## src/rtl/cla_pkg.sv

```systemverilog
// rtl/cla_pkg.sv - shared types and helpers for the pipelined carry-lookahead adder
package cla_pkg;

    localparam int GROUP_W = 4;

    typedef logic [GROUP_W-1:0] group_t;

    function automatic int num_groups(input int width);
        return width / GROUP_W;
    endfunction

    // Per-stage control: beat-present bit and the carry out of the previous group.
    typedef struct packed {
        logic valid;
        logic carry;
    } stage_ctl_t;

endpackage

```

## src/rtl/cla_group.sv

```systemverilog
// rtl/cla_group.sv - 4-bit carry-lookahead slice with group propagate/generate
module cla_group
    import cla_pkg::*;
(
    input  group_t a_i,
    input  group_t b_i,
    input  logic   cin_i,
    output group_t s_o,
    output logic   cout_o,
    output logic   pg_o,
    output logic   gg_o,
    output logic   c3_o
);

    group_t g;
    group_t p;
    logic   c1;
    logic   c2;
    logic   c3;

    assign g = a_i & b_i;
    assign p = a_i ^ b_i;

    assign c1 = g[0] | (p[0] & cin_i);
    assign c2 = g[1] | (p[1] & g[0]) | (p[1] & p[0] & cin_i);
    assign c3 = g[2] | (p[2] & g[1]) | (p[2] & p[1] & g[0]) | (p[2] & p[1] & p[0] & cin_i);

    assign gg_o   = g[3] | (p[3] & g[2]) | (p[3] & p[2] & g[1]) | (p[3] & p[2] & p[1] & g[0]);
    assign pg_o   = &p;
    assign cout_o = gg_o | (pg_o & cin_i);
    assign c3_o   = c3;
    assign s_o    = p ^ {c3, c2, c1, cin_i};

endmodule

```

## src/rtl/pipelined_cla_adder.sv

```systemverilog
// rtl/pipelined_cla_adder.sv - pipelined CLA add/sub, one 4-bit group per stage
// Optional ovf/zero status outputs are built when CLA_FLAGS_EN is defined.
module pipelined_cla_adder
    import cla_pkg::*;
#(
    parameter int WIDTH = 16
) (
    input  logic             clk,
    input  logic             rst_n,
    input  logic             in_valid,
    output logic             in_ready,
    input  logic [WIDTH-1:0] a,
    input  logic [WIDTH-1:0] b,
    input  logic             sub,
    input  logic             c_in,
    output logic             out_valid,
    input  logic             out_ready,
    output logic [WIDTH-1:0] s,
    output logic             c_out
`ifdef CLA_FLAGS_EN
    ,
    output logic             ovf,
    output logic             zero
`endif
);

    localparam int NG = num_groups(WIDTH);

    stage_ctl_t       ctl_q  [NG];
    logic [WIDTH-1:0] a_q    [NG];
    logic [WIDTH-1:0] b_q    [NG];
    logic [WIDTH-1:0] s_q    [NG];
    logic [WIDTH-1:0] s_next [NG];

    group_t           grp_s  [NG];
    logic [NG-1:0]    grp_co;
    logic [NG-1:0]    grp_p;
    logic [NG-1:0]    grp_g;
    logic [NG-1:0]    grp_c3;

    logic             out_valid_q;
    logic [WIDTH-1:0] s_out_q;
    logic             c_out_q;
    logic             advance;
    logic             unused_ok;

    assign advance  = out_ready | ~out_valid_q;
    assign in_ready = advance;

    for (genvar k = 0; k < NG; k++) begin : g_grp
        cla_group u_grp (
            .a_i    (a_q[k][k*GROUP_W +: GROUP_W]),
            .b_i    (b_q[k][k*GROUP_W +: GROUP_W]),
            .cin_i  (ctl_q[k].carry),
            .s_o    (grp_s[k]),
            .cout_o (grp_co[k]),
            .pg_o   (grp_p[k]),
            .gg_o   (grp_g[k]),
            .c3_o   (grp_c3[k])
        );
    end

    // Stage k's sum word with its own group's bits filled in.
    always_comb begin
        for (int k = 0; k < NG; k++) begin
            s_next[k] = s_q[k];
            s_next[k][k*GROUP_W +: GROUP_W] = grp_s[k];
        end
    end

    always_ff @(posedge clk) begin
        if (!rst_n) begin
            for (int k = 0; k < NG; k++) begin
                ctl_q[k] <= '0;
                a_q[k]   <= '0;
                b_q[k]   <= '0;
                s_q[k]   <= '0;
            end
            out_valid_q <= 1'b0;
            s_out_q     <= '0;
            c_out_q     <= 1'b0;
        end else if (advance) begin
            ctl_q[0].valid <= in_valid;
            ctl_q[0].carry <= sub | c_in;
            a_q[0]         <= a;
            b_q[0]         <= sub ? ~b : b;
            s_q[0]         <= '0;
            for (int k = 1; k < NG; k++) begin
                ctl_q[k].valid <= ctl_q[k-1].valid;
                ctl_q[k].carry <= grp_co[k-1];
                a_q[k]         <= a_q[k-1];
                b_q[k]         <= b_q[k-1];
                s_q[k]         <= s_next[k-1];
            end
            out_valid_q <= ctl_q[NG-1].valid;
            s_out_q     <= s_next[NG-1];
            c_out_q     <= grp_co[NG-1];
        end
    end

`ifdef CLA_FLAGS_EN
    logic ovf_q;
    logic zero_q;

    always_ff @(posedge clk) begin
        if (!rst_n) begin
            ovf_q  <= 1'b0;
            zero_q <= 1'b0;
        end else if (advance) begin
            ovf_q  <= grp_c3[NG-1] ^ grp_co[NG-1];
            zero_q <= ~|s_next[NG-1];
        end
    end

    assign ovf  = ovf_q;
    assign zero = zero_q;
`endif

    assign out_valid = out_valid_q;
    assign s         = s_out_q;
    assign c_out     = c_out_q;

    // Group P/G feed a future block-level lookahead; last-stage operands are fully consumed.
    assign unused_ok = ^{grp_p, grp_g, grp_c3, a_q[NG-1], b_q[NG-1], s_q[0]};

endmodule
```

## config.mk

```make
export PLATFORM = sky130hd
export DESIGN_NAME = pipelined_cla_adder
export DESIGN_NICKNAME = d
export VERILOG_FILES = /design/src/rtl/cla_pkg.sv /design/src/rtl/cla_group.sv /design/src/rtl/pipelined_cla_adder.sv
export SDC_FILE = /design/constraint.sdc
export NUM_CORES = 1
export LEC_CHECK = 0
export CORE_MARGIN = 2
export CORE_UTILIZATION = 36
export CTS_CLUSTER_SIZE = 30
export DETAILED_ROUTE_END_ITERATION = 8
export GPL_TIMING_DRIVEN = 0
export REMOVE_ABC_BUFFERS = 1
export SLEW_MARGIN = 40
export SYNTH_ARGS = -nofsm -noshare
export SYNTH_HDL_FRONTEND = slang
export SYNTH_SLANG_ARGS = --single-unit
```

## constraint.sdc

```tcl
create_clock -name clk -period 8.5 [get_ports clk]
set_input_delay 0.85 -clock clk [delete_from_list [all_inputs] [get_ports clk]]
set_output_delay 0.85 -clock clk [all_outputs]
set_load 0.01 [all_outputs]
```

==> impl_metrics.csv, run 1 <==
group,metric,value,unit
hold_path,min_to,"s[8]",
yosys,ys.flop_type,"edfxtp_1",
die,num_rows,45,
layout,layoutNonFillerInstCount,659,
hold_path,min_delay_path_depth,2,
yosys,synth_seq_area_share,66.7,%
layout,drive_gt1_share,9.34,%
drt,via_count,3108,
yosys,ys.warnings.count,0,
clock_tree,root_buffer,"clkbuf_16",
die,start_util,36.7,%
status,outcome,"completed",
clock_tree,clock_latency,0.41,ns
yosys,synthTopCellsByCount,"112 x edfxtp_1, 84 x and3_1, 32 x nand2_1, 25 x nor2_1",
clock_tree,numCtsBuffers,17,
layout,diodes,0,
clock_tree,ctsLongestPathBuffers,2,
die,dieArea,16500,sq um
hold_path,holdCritStartpoint,"s[8]",
yosys,synthesis.area,5580,sq um
setup_path,setup.worst_path.start_class,"input port",
timing,setup_violations,0,
yosys,synth.lib_cells_used.distinct,43,
setup_path,reg2reg_depth,4,
clock_tree,path_clk_slew,0.05,ns
yosys,synth_top_area_share,60.3,%
hold_path,hp-class,"flop to flop",
layout,area_growth,24.1,%
setup_path,required,7.65,ns
layout,finalNetCount,516,
drt,ant_nets,0,
drt,viasPerCell,4.72,
place,dp_hpwl,5.10,mm
clock_tree,clock_sinks,130,
setup_path,crit_path_start,"out_ready",
global_route,grt_max_degree,109,
setup_path,end_kind,"output pin",
setup_path,rrSetupSlack,6.44,ns
yosys,synth_area_leader_cell,"edfxtp_1",
yosys,syn_area_per_cell,13.6,sq um
yosys,ys_seq_elements,130,
drt,wl_per_cell,13.0,um
die,die_w,129,um
place,place_ws,4.77,ns
timing,slew_headroom,57.4,%
timing,fmaxAchievable,280,MHz
global_route,grt_pass1_vias,3154,
setup_path,criticalPathCategory,"input port to output pin",
layout,final_core_util,45.6,%
timing,finalClockSkew,0.00999,ns
setup_path,critPathMaxFanout,108,
layout,fillers,1373,
setup_path,worstPathArrival,2.72,ns
place,placed_cells,627,
clock_tree,cts.hold.buffers_added,0,
drt,route.detailed.drc,0,
clock_tree,tritoncts,"done",
die,die_y,129,um
global_route,grtUsageTotal,11.2,%
run,maxCapViolCount,0,
place,io_buffers,56,
yosys,synth.area.top_cells,"edfxtp_1 60%, and3_1 9.4%, dfxtp_1 6.5%",
timing,rsz0062_at_grt,"false",
timing,tightestPinTransition,0.639,ns
pwr,leakagePower,3.04,nW
global_route,grt_pass1_wl,14.6,mm
setup_path,r2r-end,"s_q[3][10]",
pwr,powerDensity,228,nW/um^2
place,gp_congestion,0.718,
timing,setup_ws,4.93,ns
timing,fin_crit,3.57,ns
drt,first_iter_violations,180,
clock_tree,cts.repair.resized,0,
yosys,synthCells,410,
timing,hold_viol_final,0,
die,pin_count,57,
yosys,async_reset_ff_share,0,%
yosys,synth_most_common_cell,"edfxtp_1",
drt,routed_wl,8.54,mm
drt,first_pass_iters,6,
yosys,synth_edf_count,112,
setup_path,r2r_start,"out_valid",
clock_tree,htree_num_levels,4,
global_route,antenna_found_initial,0,
timing,report.final.slew_viol_count,0,
global_route,grt_overflow_total,0,
timing,min_period_over_period,42.0,%
die,core,15200,sq um
pwr,ir_drop,150,uV
clock_tree,post-cts-setup-buffers,0,
[logic make-up after synthesis]
kind of cell,after synthesis,synth area share [%]
fa+ha+maj,20,5.02
mux,4,0.807
buf+inv,40,3.56
xor+xnor,20,3.14
simple gates,154,14.9
flops,130,66.7
compound gates,42,5.83
[where the power goes]
group | total, mW | leakage [nW] | internal, mW | switching [mW]
registers | 0.736 | 1.48 | 0.727 | 0.00917
clock network | 0.752 | 0.311 | 0.491 | 0.261
logic | 0.0887 | 1.25 | 0.0494 | 0.0393
[metal layers]
layer / vias to the layer above / track usage (%) / wire [um]
li1: 1594 / - / -
met1: 1432 / 12.6 / 3790
met2: 69 / 19.3 / 4160
met3: 13 / 3.53 / 397
met4: 0 / 5.69 / 198
met5: - / 0 / 0
[cell usage in the layout (no fill, tap or decap), types with 2 or more instances in the layout]
master	n
dfxtp_1	18
o21a_1	3
a211o_1	4
xor2_1	2
ha_1	16
inv_6	2
a21boi_0	3
mux2i_1	3
nor2_1	25
inv_1	9
fa_1	4
nand3_1	3
clkinv_4	4
nand2_1	30
xnor2_1	18
buf_12	3
clkbuf_16	21
nand3b_1	4
clkbuf_8	2
clkdlybuf4s50_1	54
o21ai_0	2
a211oi_1	3
a21boi_1	10
edfxtp_1	112
and3_1	84
o21bai_1	2
o2bb2ai_1	3
clkbuf_1	2
a21o_1	3
a21oi_1	2
[how the worst max path moves through the flow]
stage                     end  slack [ns]  depth (start not counted)
floorplan           a_q[0][0]        4.44                          2
global route         in_ready        4.79                          4
global placement    b_q[0][4]       -0.20                          2
finish               in_ready        4.93                          4
detailed placement   in_ready        4.77                          4
CTS                  in_ready        4.76                          4
[state kept, by name, indices dropped and copies added (netlist names)]
signal     flops
a_q           40
b_q           40
s_q           24
s             16
ctl_q          8
c_out          1
out_valid      1
[cell type report]
cell class,count,area (sq um),share of cell area [%]
Sequential cell,130,3720,53.8
Clock buffer,25,561,8.09
Clock inverter,7,81.3,1.17
Multi-Input combinational cell,240,1670,24.1
Tap cell,188,235,3.40
Timing Repair Buffer,59,613,8.85
Inverter,10,42.5,0.614
[through the flow]
| step | power, mW | setup TNS [ns] | area, sq um | hold WS, ns |
|---|---|---|---|---|
| final | 1.58 | 0 | 6930 | 0.446 |
| after CTS | 1.59 | 0 | 6920 | 0.452 |
| after detailed placement | 0.839 | 0 | 6280 | 0.444 |
| after floorplan | 0.796 | 0 | 5420 | 0.434 |
| after global routing | 1.63 | 0 | 6930 | 0.483 |
| after global placement | 0.836 | -21.57 | 6220 | 0.440 |
[worst max-delay path: stages]
cell	delay, ns
clkdlybuf4s50_1	0.46
nor2b_4	0.45
inv_6	0.35
clkdlybuf4s50_1	0.58
No activity file was read; power rests on OpenSTA's default activity.
==> run 2: changes to the inputs <==
==> constraint.sdc (replaced) <==
create_clock -name clk -period 3.6 [get_ports clk]
set_input_delay 0.36 -clock clk [delete_from_list [all_inputs] [get_ports clk]]
set_output_delay 0.36 -clock clk [all_outputs]
set_load 0.01 [all_outputs]
==> results of run 2 <==
Same layout as run 1 (identical final DEF). Status: completed.
Among the figures that moved: setup slack after placement 4.77 ns -> 0.851 ns; setup slack after layout 4.93 ns -> 1.01 ns; register-to-register setup slack 6.44 ns -> 1.54 ns; total power 1.58 mW -> 3.72 mW; worst IR drop on VDD 150 uV -> 355 uV
==> run 3: changes to the inputs <==
==> constraint.sdc (replaced) <==
create_clock -name clk -period 2.3 [get_ports clk]
set_input_delay 0.23 -clock clk [delete_from_list [all_inputs] [get_ports clk]]
set_output_delay 0.23 -clock clk [all_outputs]
set_load 0.01 [all_outputs]
==> run 3 against run 2 <==
Sequential share of layout area decreased by 0.078 points. First-iteration DRC count decreased by 7.8%. Worst hold slack got worse by 0.028 ns. Global-route usage about the same. Critical path type is now flop to output pin. Highest routed layer unchanged.
==> impl_metrics.csv, run 3 (synthesized netlist as in run 1, its figures left out) <==
group,metric,value,unit
timing,tightestPinTransition,0.501,ns
place,gp_congestion,0.718,
clock_tree,root_buffer,"clkbuf_16",
drt,route.detailed.drc,0,
timing,setup_violations,0,
layout,drive_gt1_share,9.53,%
clock_tree,ctsLongestPathBuffers,2,
die,pin_count,57,
layout,area_growth,24.3,%
place,postPlaceCellArea,6280,sq um
setup_path,rrSetupSlack,0.58,ns
global_route,antenna_found_initial,0,
layout,diodes,0,
timing,min_period_over_period,92.6,%
setup_path,r2r-end,"c_out",
die,die_y,129,um
clock_tree,htree_num_levels,4,
hold_path,min_delay_path_depth,2,
global_route,grt_pass1_vias,3146,
layout,finalNetCount,517,
hold_path,hp-class,"input port to flop",
setup_path,reg2reg_depth,4,
setup_path,end_kind,"output pin",
clock_tree,path_clk_slew,0.06,ns
pwr,leakagePower,3.05,nW
status,outcome,"completed",
drt,wl_per_cell,13.0,um
die,start_util,36.7,%
setup_path,criticalPathCategory,"flop to output pin",
setup_path,crit_path_start,"out_valid",
pwr,powerDensity,841,nW/um^2
clock_tree,clock_latency,0.41,ns
drt,routed_wl,8.60,mm
die,dieArea,16500,sq um
layout,top_regs,"a_q: 40 flops, b_q: 40 flops, s_q: 24 flops",
setup_path,r2r_start,"a_q[0][60]",
drt,ant_nets,0,
timing,hold_viol_final,0,
drt,via_count,3112,
run,maxCapViolCount,0,
clock_tree,clock_sinks,130,
hold_path,holdCritStartpoint,"rst_n",
die,core,15200,sq um
clock_tree,cts.hold.buffers_added,0,
global_route,grt_overflow_total,0,
layout,final_cell_mix,"112 x edfxtp_1, 84 x and3_1, 54 x clkdlybuf4s50_1",
die,die_w,129,um
global_route,grt_pass1_wl,14.6,mm
drt,first_iter_violations,166,
global_route,grtUsageTotal,11.3,%
setup_path,critPathMaxFanout,108,
setup_path,worstPathArrival,1.90,ns
global_route,grt_max_degree,109,
timing,finalClockSkew,0.00966,ns
clock_tree,tritoncts,"done",
timing,report.final.slew_viol_count,0,
timing,fin_crit,2.13,ns
timing,rsz0062_at_grt,"false",
die,num_rows,45,
drt,first_pass_iters,6,
pwr,ir_drop,555,uV
drt,viasPerCell,4.72,
setup_path,required,2.07,ns
layout,fin_area,6940,sq um
layout,final_common_cell,"edfxtp_1",
place,dp_hpwl,5.10,mm
timing,fmaxAchievable,469,MHz
hold_path,min_to,"a_q[0][15]",
timing,slew_headroom,66.4,%
timing,whs,0.418,ns
clock_tree,numCtsBuffers,17,
place,io_buffers,56,
setup_path,setup.worst_path.start_class,"flop",
==> run 3: cell types whose count changed in the layout (fill, tap and decap cells not counted) <==
| cell | delta |
|---|---|
| buf_4 | +1 |
| inv_6 | -1 |
| inv_8 | +1 |
==> run 3: cell type report <==
cell class              count  area [sq um]
clock buffers              25           561
clock inverters             7          81.3
fillers                  1373          8270
inverters                  10          45.0
multi-input cells         240          1670
flip-flops and latches    130          3720
well taps                 188           235
repair buffers             60           621
==> run 3: critical path, cell delays in order (launching register included) <==
cell and delay (ns):
dfxtp_1 0.32, nor2b_4 0.15, inv_8 0.36, clkdlybuf4s50_1 0.63
==> run 3: worst max-delay path by stage <==
stage / cells past startpoint / to
floorplan: 2 / a_q[0][0]
global placement: 2 / b_q[0][4]
detailed placement: 5 / s_q[3][10]
CTS: 3 / in_ready
global route: 3 / in_ready
finish: 3 / in_ready
==> run 3: stage by stage <==
stage	setup TNS (ns)	total power, mW	util, %	instances	worst slack (ns)
6_report	0	5.83	45.6	660	0.169
5_1_grt	0	6.04	45.6	660	0.0730
4_1_cts	0	5.89	45.6	660	0.0208
3_5_place_dp	-6.32	3.10	41.3	627	-0.270
3_3_place_gp	-811.77	3.09	40.9	624	-5.78
2_1_floorplan	-151.18	2.94	-	380	-1.35
==> run 3: report_power, final <==
part,total (mW),internal (mW),leakage (nW),switching (mW)
Clock,2.78,1.82,0.311,0.966
Combinational,0.328,0.183,1.26,0.145
Sequential,2.72,2.69,1.48,0.0340
Total,5.83,4.69,3.05,1.15
==> run 3: routing by layer <==
layer / track usage, % / routed length, um / up-vias
li1: - / - / 1597
met4: 5.69 / 203 / 0
met2: 19.4 / 4130 / 54
met5: 0 / 0 / -
met1: 12.7 / 3920 / 1447
met3: 3.58 / 348 / 14
==> run 3: what timing repair did <==
action,4_1_cts,5_1_grt
endpoints found under the setup margin,1,1
gates resized for setup,1,2
setup buffers,1,0
